File: config.mk
export PLATFORM = sky130hd
export DESIGN_NAME = dlfloat_dot_ctrl
export DESIGN_NICKNAME = d
export VERILOG_FILES = /design/src/rtl/dlfloat_dot_ctrl.sv
export SDC_FILE = /design/constraint.sdc
export NUM_CORES = 1
export LEC_CHECK = 0
export CAP_MARGIN = 20
export CORE_MARGIN = 10
export CORE_UTILIZATION = 25
export CTS_BUF_LIST = sky130_fd_sc_hd__clkbuf_4 sky130_fd_sc_hd__clkbuf_8
export CTS_CLUSTER_DIAMETER = 100
export DETAILED_ROUTE_END_ITERATION = 10
export GPL_TIMING_DRIVEN = 0
export SYNTH_ARGS = -nofsm -noshare
export SYNTH_HDL_FRONTEND = slang
export SYNTH_SLANG_ARGS = --single-unit
File: constraint.sdc
create_clock -name clk -period 2.5 [get_ports clk]
set_input_delay 0.5 -clock clk [delete_from_list [all_inputs] [get_ports clk]]
set_output_delay 0.5 -clock clk [all_outputs]
set_load 0.005 [all_outputs]
File: src/rtl/dlfloat_dot_ctrl.sv
// DLFloat16 dot-product sequencer: feeds operand pairs to the shared MAC, waits out its pipeline, returns the sum.
// Optional build macro DLMAC_ZERO_SKIP_EN: beats with a zero operand are not issued (except a vector's first beat).
module dlfloat_dot_ctrl #(
  parameter int MAC_LAT = 2,
  parameter int CNT_W   = 8
) (
  input  logic             clk,
  input  logic             rst_n,
  input  logic             in_valid,
  output logic             in_ready,
  input  logic [15:0]      in_a,
  input  logic [15:0]      in_b,
  input  logic             in_last,
  output logic [15:0]      mac_a,
  output logic [15:0]      mac_b,
  output logic             mac_en,
  output logic             mac_first,
  input  logic [15:0]      mac_result,
  output logic             out_valid,
  input  logic             out_ready,
  output logic [15:0]      out_data,
  output logic             out_nan,
  output logic [CNT_W-1:0] out_cnt
);

  // Handshakes: a transfer happens on a rising edge where valid && ready; valid holds its payload until then.

  localparam int DW = (MAC_LAT < 1) ? 1 : $clog2(MAC_LAT + 1);

  typedef enum logic [1:0] {
    ACC   = 2'd0,
    DRAIN = 2'd1,
    HOLD  = 2'd2
  } state_t;

  state_t           state_q, state_d;
  logic             first_q, first_d;
  logic             nan_q, nan_d;
  logic [CNT_W-1:0] cnt_q, cnt_d;
  logic [DW-1:0]    drain_q, drain_d;
  logic [15:0]      mac_a_d, mac_b_d;
  logic             mac_en_d, mac_first_d;
  logic             out_valid_d, out_nan_d;
  logic [15:0]      out_data_d;
  logic [CNT_W-1:0] out_cnt_d;
  logic             accept;
  logic             issue;

  assign in_ready = (state_q == ACC);
  assign accept   = in_valid && in_ready;

  always_comb begin
    state_d     = state_q;
    first_d     = first_q;
    nan_d       = nan_q;
    cnt_d       = cnt_q;
    drain_d     = drain_q;
    mac_a_d     = mac_a;
    mac_b_d     = mac_b;
    mac_en_d    = 1'b0;
    mac_first_d = 1'b0;
    out_valid_d = out_valid;
    out_data_d  = out_data;
    out_nan_d   = out_nan;
    out_cnt_d   = out_cnt;
`ifdef DLMAC_ZERO_SKIP_EN
    // The first beat is always issued so the accumulator gets cleared.
    issue = first_q || ((in_a != 16'h0000) && (in_b != 16'h0000));
`else
    issue = 1'b1;
`endif
    unique case (state_q)
      ACC: begin
        if (accept) begin
          mac_a_d     = in_a;
          mac_b_d     = in_b;
          mac_en_d    = issue;
          mac_first_d = first_q && issue;
          first_d     = 1'b0;
          cnt_d       = (cnt_q == {CNT_W{1'b1}}) ? cnt_q : cnt_q + 1'b1;
          nan_d       = nan_q || (in_a == 16'hFFFF) || (in_b == 16'hFFFF);
          if (in_last) begin
            state_d = DRAIN;
            drain_d = DW'(MAC_LAT);
          end
        end
      end
      DRAIN: begin
        if (drain_q != '0) begin
          drain_d = drain_q - 1'b1;
        end else begin
          out_data_d  = mac_result;
          out_nan_d   = nan_q;
          out_cnt_d   = cnt_q;
          out_valid_d = 1'b1;
          state_d     = HOLD;
        end
      end
      HOLD: begin
        if (out_ready) begin
          out_valid_d = 1'b0;
          cnt_d       = '0;
          nan_d       = 1'b0;
          first_d     = 1'b1;
          state_d     = ACC;
        end
      end
      default: state_d = ACC;
    endcase
  end

  always_ff @(posedge clk or negedge rst_n) begin
    if (!rst_n) begin
      state_q   <= ACC;
      first_q   <= 1'b1;
      nan_q     <= 1'b0;
      cnt_q     <= '0;
      drain_q   <= '0;
      mac_a     <= 16'h0000;
      mac_b     <= 16'h0000;
      mac_en    <= 1'b0;
      mac_first <= 1'b0;
      out_valid <= 1'b0;
      out_data  <= 16'h0000;
      out_nan   <= 1'b0;
      out_cnt   <= '0;
    end else begin
      state_q   <= state_d;
      first_q   <= first_d;
      nan_q     <= nan_d;
      cnt_q     <= cnt_d;
      drain_q   <= drain_d;
      mac_a     <= mac_a_d;
      mac_b     <= mac_b_d;
      mac_en    <= mac_en_d;
      mac_first <= mac_first_d;
      out_valid <= out_valid_d;
      out_data  <= out_data_d;
      out_nan   <= out_nan_d;
      out_cnt   <= out_cnt_d;
    end
  end

endmodule

; ---- Word level (Yosys, flattened, before mapping)
; Index checks and enable logic that the tools add are counted.
[op_classes]
addsub = 2
eq_ne = 11
muxes = 25
bitwise = 1
n_reduce_logical = 15
[op_table]
columns = operator, n
row1 = 16-bit == test (second input constant), 2
row2 = 8-bit two-way mux, 3
row3 = 8-bit case mux with 2 select lines, 1
row4 = 2-bit two-way mux, 7
row5 = 4-bit AND reduction, 3
row6 = 1-bit two-way mux, 9
row7 = 8-bit by 1-bit adder with 8-bit output (second input constant), 1
row8 = 8-bit == test (second input constant), 1
row9 = 2-bit inequality test (second input constant), 4
row10 = 2-bit nonzero test, 4
row11 = 1-bit case mux with 2 select lines, 3
row12 = 2-bit case mux with 3 select lines, 1
row13 = 3-bit AND reduction, 2
row14 = 2-bit by 1-bit inequality test with 1-bit output (second input constant), 2
row15 = 2-bit case mux with 2 select lines, 1
row16 = 2-bit AND reduction, 2
row17 = 2-bit by 1-bit == test with 1-bit output (second input constant), 1
row18 = 2-bit == test (second input constant), 1
row19 = 2-bit zero test, 1
row20 = 1-bit logical OR, 2
row21 = 2-bit by 1-bit subtractor with 2-bit output (second input constant), 1
row22 = 1-bit logical AND, 1
row23 = 1-bit inverter, 1
[word_totals]
register_bits = 74
inputBits = 53
output_inout_bits = 61
word_cells = 67

; ---- Depth between registers and ports, before layout
; Gate-level depths: netlist of the first run.
[logic_depth]
ltp_word = 5
depth_mapped = 7
depth_no_buf = 6

; ---- Least setup slack after synthesis of the first run
; OpenSTA, ideal clock, no wires.
[synth_timing]
path_kind = input port to flip-flop
start = in in_valid
end = reg cnt_q[7]
setup_time_ns = 0.126
arrival_ns = 1.840
t_required_ns = 2.374
slack_ns = 0.534
path_stages = 5
n_path_buf = 1
cell_sequence = or3b_1 buf_6 or3b_1 o21bai_1 a311o_1
[synth_between]
elab_chain_len = 3
[synth_lines]
columns = item, line_no
row1 = "start, declared", 9  ; input logic in_valid,
row2 = 1-bit logical AND, 50  ; assign accept = in_valid && in_ready;
row3 = 2-bit by 1-bit inequality test with 1-bit output (no source line), --
row4 = 4-bit AND reduction (no source line), --
row5 = "end signal, assigned", 131  ; cnt_q <= cnt_d;
row6 = "end, declared", 39  ; logic [CNT_W-1:0] cnt_q, cnt_d;
; Every way passes these cells.
; A chain may end at the register's enable or synchronous reset.

; ---- Final worst setup path of the first run
; Same ends and word-level chain as after synthesis.

==> metrics.log, run 1 <==
INFO  metric cts.path.max_buffers = 2
INFO  metric drt-vias-per-instance = 4.41
INFO  metric post_synth_inst_count = 285
INFO  metric hold_slack = 0.0722 ns
INFO  metric setup_tns = 0 ns
INFO  metric clock_insertion_delay_worst_skew = 0.36 ns
INFO  metric die_w = 130 um
INFO  metric drt-met1-wl = 3.52 mm
INFO  metric wl_met3 = 959 um
INFO  metric detail_route.first_pass.iterations = 4
INFO  metric post_cts_resized = 0
INFO  metric ff2ff_path_depth = 6
INFO  metric dominantRegCellSynth = dfrtp_1
INFO  metric route.vias.total = 2481
INFO  metric detail_route.wirelength = 8.63 mm
INFO  metric ir_worst_vdd = 512 uV
INFO  metric path_max_fanout = 9
INFO  metric initial_antenna_violation_count = 0
INFO  metric postSynthAreaPerCell = 10.6 um^2
INFO  metric post-cts-setup-buffer-count = 0
INFO  metric synth_top_cells_by_area = dfrtp_1 60%, nand2_1 14%, mux2_2 9.3%
INFO  metric run_status = complete, no violations
INFO  metric drive_gt1_share = 12.0%
INFO  metric slew_headroom = 61.2%
INFO  metric seq_area_frac_synth = 61.4%
INFO  metric crit_path_start = in_valid
INFO  metric final_critical_path_share_of_the_clock_period = 87.0%
INFO  metric asyncSetResetFlopFracSynth = 100%
INFO  metric synth_top_cell_by_area = dfrtp_1
INFO  metric final_util = 38.7%
INFO  metric area_of_the_mapped_netlist = 3020 um^2
INFO  metric final_antenna_net_count = 0
INFO  metric reg2reg_slack = 0.43 ns
INFO  metric dr.first_iter.drc_count = 69
INFO  metric placedCellCount = 546
INFO  metric reg_to_reg_start = state_q[1]
INFO  metric tightestPinTransition = 0.577 ns
INFO  metric synth_cell_type_count = 33
INFO  metric timing.critical_path.to_type = register
INFO  metric replace_congestion = 0.796
INFO  metric setup.worst_path.end = cnt_q[7]
INFO  metric post_synth_most_frequent_cells = 110 x nand2_1, 73 x dfrtp_1, 25 x mux2_2
INFO  metric synthMostInstantiatedCell = nand2_1
INFO  metric rows = 40
INFO  metric placeableCoreArea = 11900 um^2
INFO  metric pwr_density_cell = 1150 nW/um^2
INFO  metric route.detailed.wl_per_inst = 15.3 um
INFO  metric cts_hold_repair.buffers = 0
INFO  metric clock_skew = 0.0108 ns
INFO  metric grt_pass1_vias = 2601
INFO  metric hold_path_class = in -> async
INFO  metric number_of_enable_type_register_cells_in_the_synthesized_netlist = 0
INFO  metric mappedNetlistNets = 340
INFO  metric grt_max_degree = 47
INFO  metric final-max-slew-violation-count = 0
INFO  metric final_nets = 465
INFO  metric detailed_place_hpwl = 6.59 mm
INFO  metric final_cells = 562
INFO  metric preCtsSetupSlack = -0.0366 ns
INFO  metric clock_tree.htree_level_count = 3
INFO  metric post-route-min-period = 2.17 ns
INFO  metric cts.sink_count = 74
INFO  metric cts_root_buf = clkbuf_8
INFO  metric io_pins = 114
INFO  metric route.met2.wl = 4.05 mm
INFO  metric cts_made_buffers = 9
INFO  metric drc = 0
INFO  metric finalWorstSetupSlack = 0.326 ns
INFO  metric flow.area_growth_from_synthesis = 52.7%
INFO  metric initial_utilization = 25.4%
INFO  metric power.static_leakage = 0.00207 uW
INFO  metric die_y = 130 um
INFO  metric critical_path_required = 2.74 ns
INFO  metric grt_first_pass_wirelength = 13.7 mm
INFO  metric number_of_warning_messages_in_the_yosys_log = 0
INFO  metric cts_tree = done
INFO  metric rsz_0062_raised_after_global_routing = no
INFO  metric die_footprint = 16900 um^2
INFO  metric n_antenna_cell = 0
INFO  metric ys_seq_elements = 74
INFO  metric synthDominantCellAreaShare = 60.5%
INFO  metric max_freq = 460 MHz
INFO  metric grt_overflow = 0
INFO  metric groute.usage.overall = 10.6%
INFO  metric startpoint_type = input pin
INFO  metric cap_viol_max_count = 0
INFO  metric numPortBuffers = 113
INFO  metric report.final.setup_viol = 0
INFO  metric highest-signal-layer = met4
INFO  metric critPathKind = in -> reg
INFO  metric crit_arrival = 2.42 ns
INFO  metric crit-reg2reg-capture = cnt_q[7]
INFO  metric final_hold_viol_count = 0
INFO  metric clock_transition_at_the_registers_of_the_reported_paths = 0.07 ns
## through the flow
stage                     cell area (um^2)  total power [uW]
after floorplan                       3020              2860
after global placement                4340              4150
after detailed placement              4360              4200
after CTS                             4610              5410
after global routing                  4610              5700
final                                 4610              5280
## worst max-delay path, stage by stage
cell and delay (ns):
clkdlybuf4s50_1 0.48, or3b_1 0.37, buf_6 0.16, or3b_1 0.39, o21bai_1 0.16, a311o_1 0.35
## metal layers
| metal | track usage, % | vias to the layer above |
|---|---|---|
| met3 | 6.57 | 11 |
| met1 | 11.6 | 1178 |
| met4 | 4.17 | 0 |
| met5 | 0 | - |
| li1 | - | 1209 |
| met2 | 16.2 | 83 |
## cells by family (layout without fill, tap and decap cells)
logic type                 count (synthesis)  count (layout)  share of synthesized area, %
DFF                                       74              74                          61.4
muxes                                     27              27                          9.98
AOI/OAI and AO/OA                         18              18                          4.06
and+or+nand+nor                          149             149                          21.4
buffers and inverters                     15             145                          2.36
adders and majority gates                  2               2                         0.828
## placed cells by master (no fill, tap or decap), types with 4 or more instances in the layout
master           synthesis  routed
nor2_1                   7       7
nand4_1                  9       9
clkbuf_1                 9       9
clkbuf_8                 0      10
clkdlybuf4s50_1          0     112
dfrtp_1                 73      73
mux2_2                  25      25
nor4_1                   4       4
o21ai_0                  5       5
a31oi_1                  4       4
nand2_1                110     110
## how the worst min path moves through the flow
stage / end / cells after the start / from
6_report: drain_q[0] / 1 / rst_n
3_5_place_dp: first_q / 2 / first_q
3_3_place_gp: first_q / 2 / first_q
5_1_grt: mac_a[2] / 1 / rst_n
4_1_cts: mac_a[1] / 1 / rst_n
2_1_floorplan: cnt_q[0] / 0 / rst_n
## cell type report
class                           instances  area, um^2
Fill cell                            1175        7300
Sequential cell                        74        1850
Timing Repair Buffer                  114        1160
Multi-Input combinational cell        196        1100
Tap cell                              147         184
Clock buffer                           10         138
Clock inverter                          6         114
Buffer                                 11        56.3
Inverter                                4        15.0
## power by group
group | switching (uW) | total [uW] | internal (uW)
Sequential | 308 | 2030 | 1720
Combinational | 840 | 2090 | 1250
Clock | 467 | 1160 | 691
## flip-flops by register name, indices dropped and copies added, names as in the netlist
name and count:
mac_a 16, out_nan 1, mac_en 1, drain_q 2, out_valid 1, out_data 16
cnt_q 8, mac_first 1, first_q 1, state_q 2, mac_b 16, out_cnt 8
nan_q 1
Power figures use the tool's default switching activity.
==> inputs of run 2 (changes only) <==
--- a/config.mk
+++ b/config.mk
@@ -6,12 +6,15 @@
 export NUM_CORES = 1
 export LEC_CHECK = 0
 export CAP_MARGIN = 20
+export CELL_PAD_IN_SITES_DETAIL_PLACEMENT = 1
+export CELL_PAD_IN_SITES_GLOBAL_PLACEMENT = 1
 export CORE_MARGIN = 10
 export CORE_UTILIZATION = 25
 export CTS_BUF_LIST = sky130_fd_sc_hd__clkbuf_4 sky130_fd_sc_hd__clkbuf_8
 export CTS_CLUSTER_DIAMETER = 100
 export DETAILED_ROUTE_END_ITERATION = 10
 export GPL_TIMING_DRIVEN = 0
+export PLACE_DENSITY_LB_ADDON = 0.1
 export SYNTH_ARGS = -nofsm -noshare
 export SYNTH_HDL_FRONTEND = slang
 export SYNTH_SLANG_ARGS = --single-unit
==> metrics.log, run 2 (synthesis results as in run 1) <==
INFO  metric mostFrequentLayoutCells = 112 x clkdlybuf4s50_1, 110 x nand2_1, 73 x dfrtp_1
INFO  metric crit_path_top_delay_cell = clkdlybuf4s50_1
INFO  metric post_cts_resized = 0 (unchanged)
INFO  metric die_footprint = 16900 um^2 (unchanged)
INFO  metric placeableCoreArea = 11900 um^2 (unchanged)
INFO  metric post-route-min-period = 2.21 ns (+0.0386 ns)
INFO  metric timing.critical_path.to_type = register
INFO  metric slew_headroom = 50.2% (-11 points)
INFO  metric worstPathCellList = clkdlybuf4s50_1, or3b_1, buf_6, or3b_1, o21bai_1, a311o_1
INFO  metric clock_tree.htree_level_count = 3 (unchanged)
INFO  metric reg2reg_slack = 0.41 ns (-0.02 ns)
INFO  metric cts_made_buffers = 9 (unchanged)
INFO  metric n_antenna_cell = 0 (unchanged)
INFO  metric grt_first_pass_wirelength = 14.6 mm (+6.4%)
INFO  metric clock_insertion_delay_worst_skew = 0.35 ns (about the same)
INFO  metric detail_route.first_pass.iterations = 4 (unchanged)
INFO  metric highest-signal-layer = met4
INFO  metric die_y = 130 um (unchanged)
INFO  metric reg_to_reg_start = state_q[1]
INFO  metric run_status = complete, no violations
INFO  metric drt-vias-per-instance = 4.45 (+0.78%)
INFO  metric rows = 40 (unchanged)
INFO  metric reg.largest.list = mac_a: 16 flops, mac_b: 16 flops, out_data: 16 flops
INFO  metric route.met2.wl = 4.27 mm (+5.5%)
INFO  metric initial_antenna_violation_count = 0 (unchanged)
INFO  metric total_power = 4980 uW (-5.8%)
INFO  metric layout.cells.most_common = clkdlybuf4s50_1
INFO  metric final_antenna_net_count = 0 (unchanged)
INFO  metric cts.path.max_buffers = 2 (unchanged)
INFO  metric replace_congestion = 0.807 (+1.4%)
INFO  metric detail_route.wirelength = 9.17 mm (+6.3%)
INFO  metric report.final.setup_viol = 0 (unchanged)
INFO  metric pwr_density_cell = 1100 nW/um^2 (-3.9%)
INFO  metric path_max_fanout = 9 (unchanged)
INFO  metric power.static_leakage = 0.00204 uW (-1.6%)
INFO  metric clock_transition_at_the_registers_of_the_reported_paths = 0.07 ns (about the same)
INFO  metric hold_path_class = in -> async
INFO  metric cts_tree = done
INFO  metric cts.sink_count = 74 (unchanged)
INFO  metric tightestPinTransition = 0.740 ns (+0.163 ns)
INFO  metric wl_met3 = 952 um (-0.73%)
INFO  metric drt-met1-wl = 3.84 mm (+9.4%)
INFO  metric crit_path_start = in_valid
INFO  metric critPathKind = in -> reg
INFO  metric max_freq = 452 MHz (-1.7%)
INFO  metric final_nets = 465 (unchanged)
INFO  metric route.vias.total = 2487 (+0.24%)
INFO  metric final_hold_viol_count = 0 (unchanged)
INFO  metric clock_skew = 0.00690 ns (-0.00391 ns)
INFO  metric dr.first_iter.drc_count = 94 (+36%)
INFO  metric post-cts-setup-buffer-count = 0 (unchanged)
INFO  metric grt_max_degree = 39 (-17%)
INFO  metric detailed_place_hpwl = 7.07 mm (+7.3%)
INFO  metric initial_utilization = 25.4% (unchanged)
INFO  metric postLayoutCellArea = 4520 um^2 (-2.0%)
INFO  metric startpoint_type = input pin
INFO  metric cts_root_buf = clkbuf_8
INFO  metric max_stage_delay = 0.49 ns (about the same)
INFO  metric critical_path.most_common_cell = or3b_1
INFO  metric numPortBuffers = 113 (unchanged)
INFO  metric io_pins = 114 (unchanged)
INFO  metric die_w = 130 um (unchanged)
INFO  metric cts_hold_repair.buffers = 0 (unchanged)
INFO  metric groute.usage.overall = 11.2% (+0.67 points)
INFO  metric critical_path_required = 2.73 ns (about the same)
INFO  metric rsz_0062_raised_after_global_routing = no
INFO  metric route.detailed.wl_per_inst = 16.4 um (+6.9%)
INFO  metric crit_arrival = 2.44 ns (+0.02 ns)
INFO  metric drc = 0 (unchanged)
INFO  metric ir_worst_vdd = 441 uV (-14%)
INFO  metric grt_overflow = 0 (unchanged)
INFO  metric placement.cell_area = 4350 um^2 (-0.17%)
INFO  metric grt_pass1_vias = 2709 (+4.2%)
INFO  metric drive_gt1_share = 11.4% (-0.64 points)
INFO  metric final-max-slew-violation-count = 0 (unchanged)
INFO  metric flow.area_growth_from_synthesis = 49.6%
INFO  metric final_critical_path_share_of_the_clock_period = 88.5% (+1.5 points)
INFO  metric cap_viol_max_count = 0 (unchanged)
## run 2: changes by cell type in the layout (fill, tap and decap cells not counted)
cell,previous run,this run
buf_16,1,0
clkbuf_4,0,2
clkbuf_8,10,11
clkinv_4,1,0
clkinvlp_4,2,0
buf_12,0,1
bufinv_16,3,0
## run 2: worst paths after layout
check | depth (start not counted) | endpoint
max in group asynchronous | 2 | first_q
min reg2reg | 2 | first_q
min in group clk | 2 | first_q
max reg2reg | 6 | cnt_q[7]
max | 6 | cnt_q[7]
min | 1 | drain_q[1]
## run 2: metal layers
| layer | vias to the layer above | track usage [%] |
|---|---|---|
| met2 | 73 | 17.6 |
| met4 | 0 | 3.37 |
| met5 | - | 0 |
| met3 | 7 | 6.98 |
| li1 | 1204 | - |
| met1 | 1203 | 12.4 |
## run 2: layout make-up
cell class | instances | area, um^2
multi-input cells | 196 | 1100
plain buffers | 11 | 56.3
inverters | 4 | 15.0
fillers | 1344 | 7390
repair buffers | 114 | 1150
flip-flops and latches | 74 | 1850
well taps | 147 | 184
clock buffers | 13 | 166
## run 2: power by group
| group | switching [uW] | leakage, uW | total [uW] | internal (uW) |
|---|---|---|---|---|
| Combinational | 855 | 0.00104 | 2110 | 1250 |
| Clock | 413 | 0.0000883 | 834 | 421 |
| Sequential | 310 | 0.000914 | 2030 | 1720 |
## run 2: worst max-delay path: cells and delay by family
family	cells	cell delay, ns
AO/OA/AOI/OAI	2	0.53
buffers and inverters	2	0.65
AND/OR/NAND/NOR	2	0.76
## run 2: per-stage QoR
stage | setup WS [ns] | TNS [ns] | instances | util, % | hold WS (ns)
finish | 0.288 | 0 | 559 | 37.9 | 0.118
global route | 0.166 | 0 | 559 | 37.9 | 0.126
CTS | 0.325 | 0 | 559 | 37.9 | 0.116
detailed placement | -0.0424 | -0.0546 | 546 | 36.5 | 0.453
global placement | -1.98 | -145.24 | 545 | 36.4 | 0.443
floorplan | 0.534 | 0 | 285 | - | 0.204
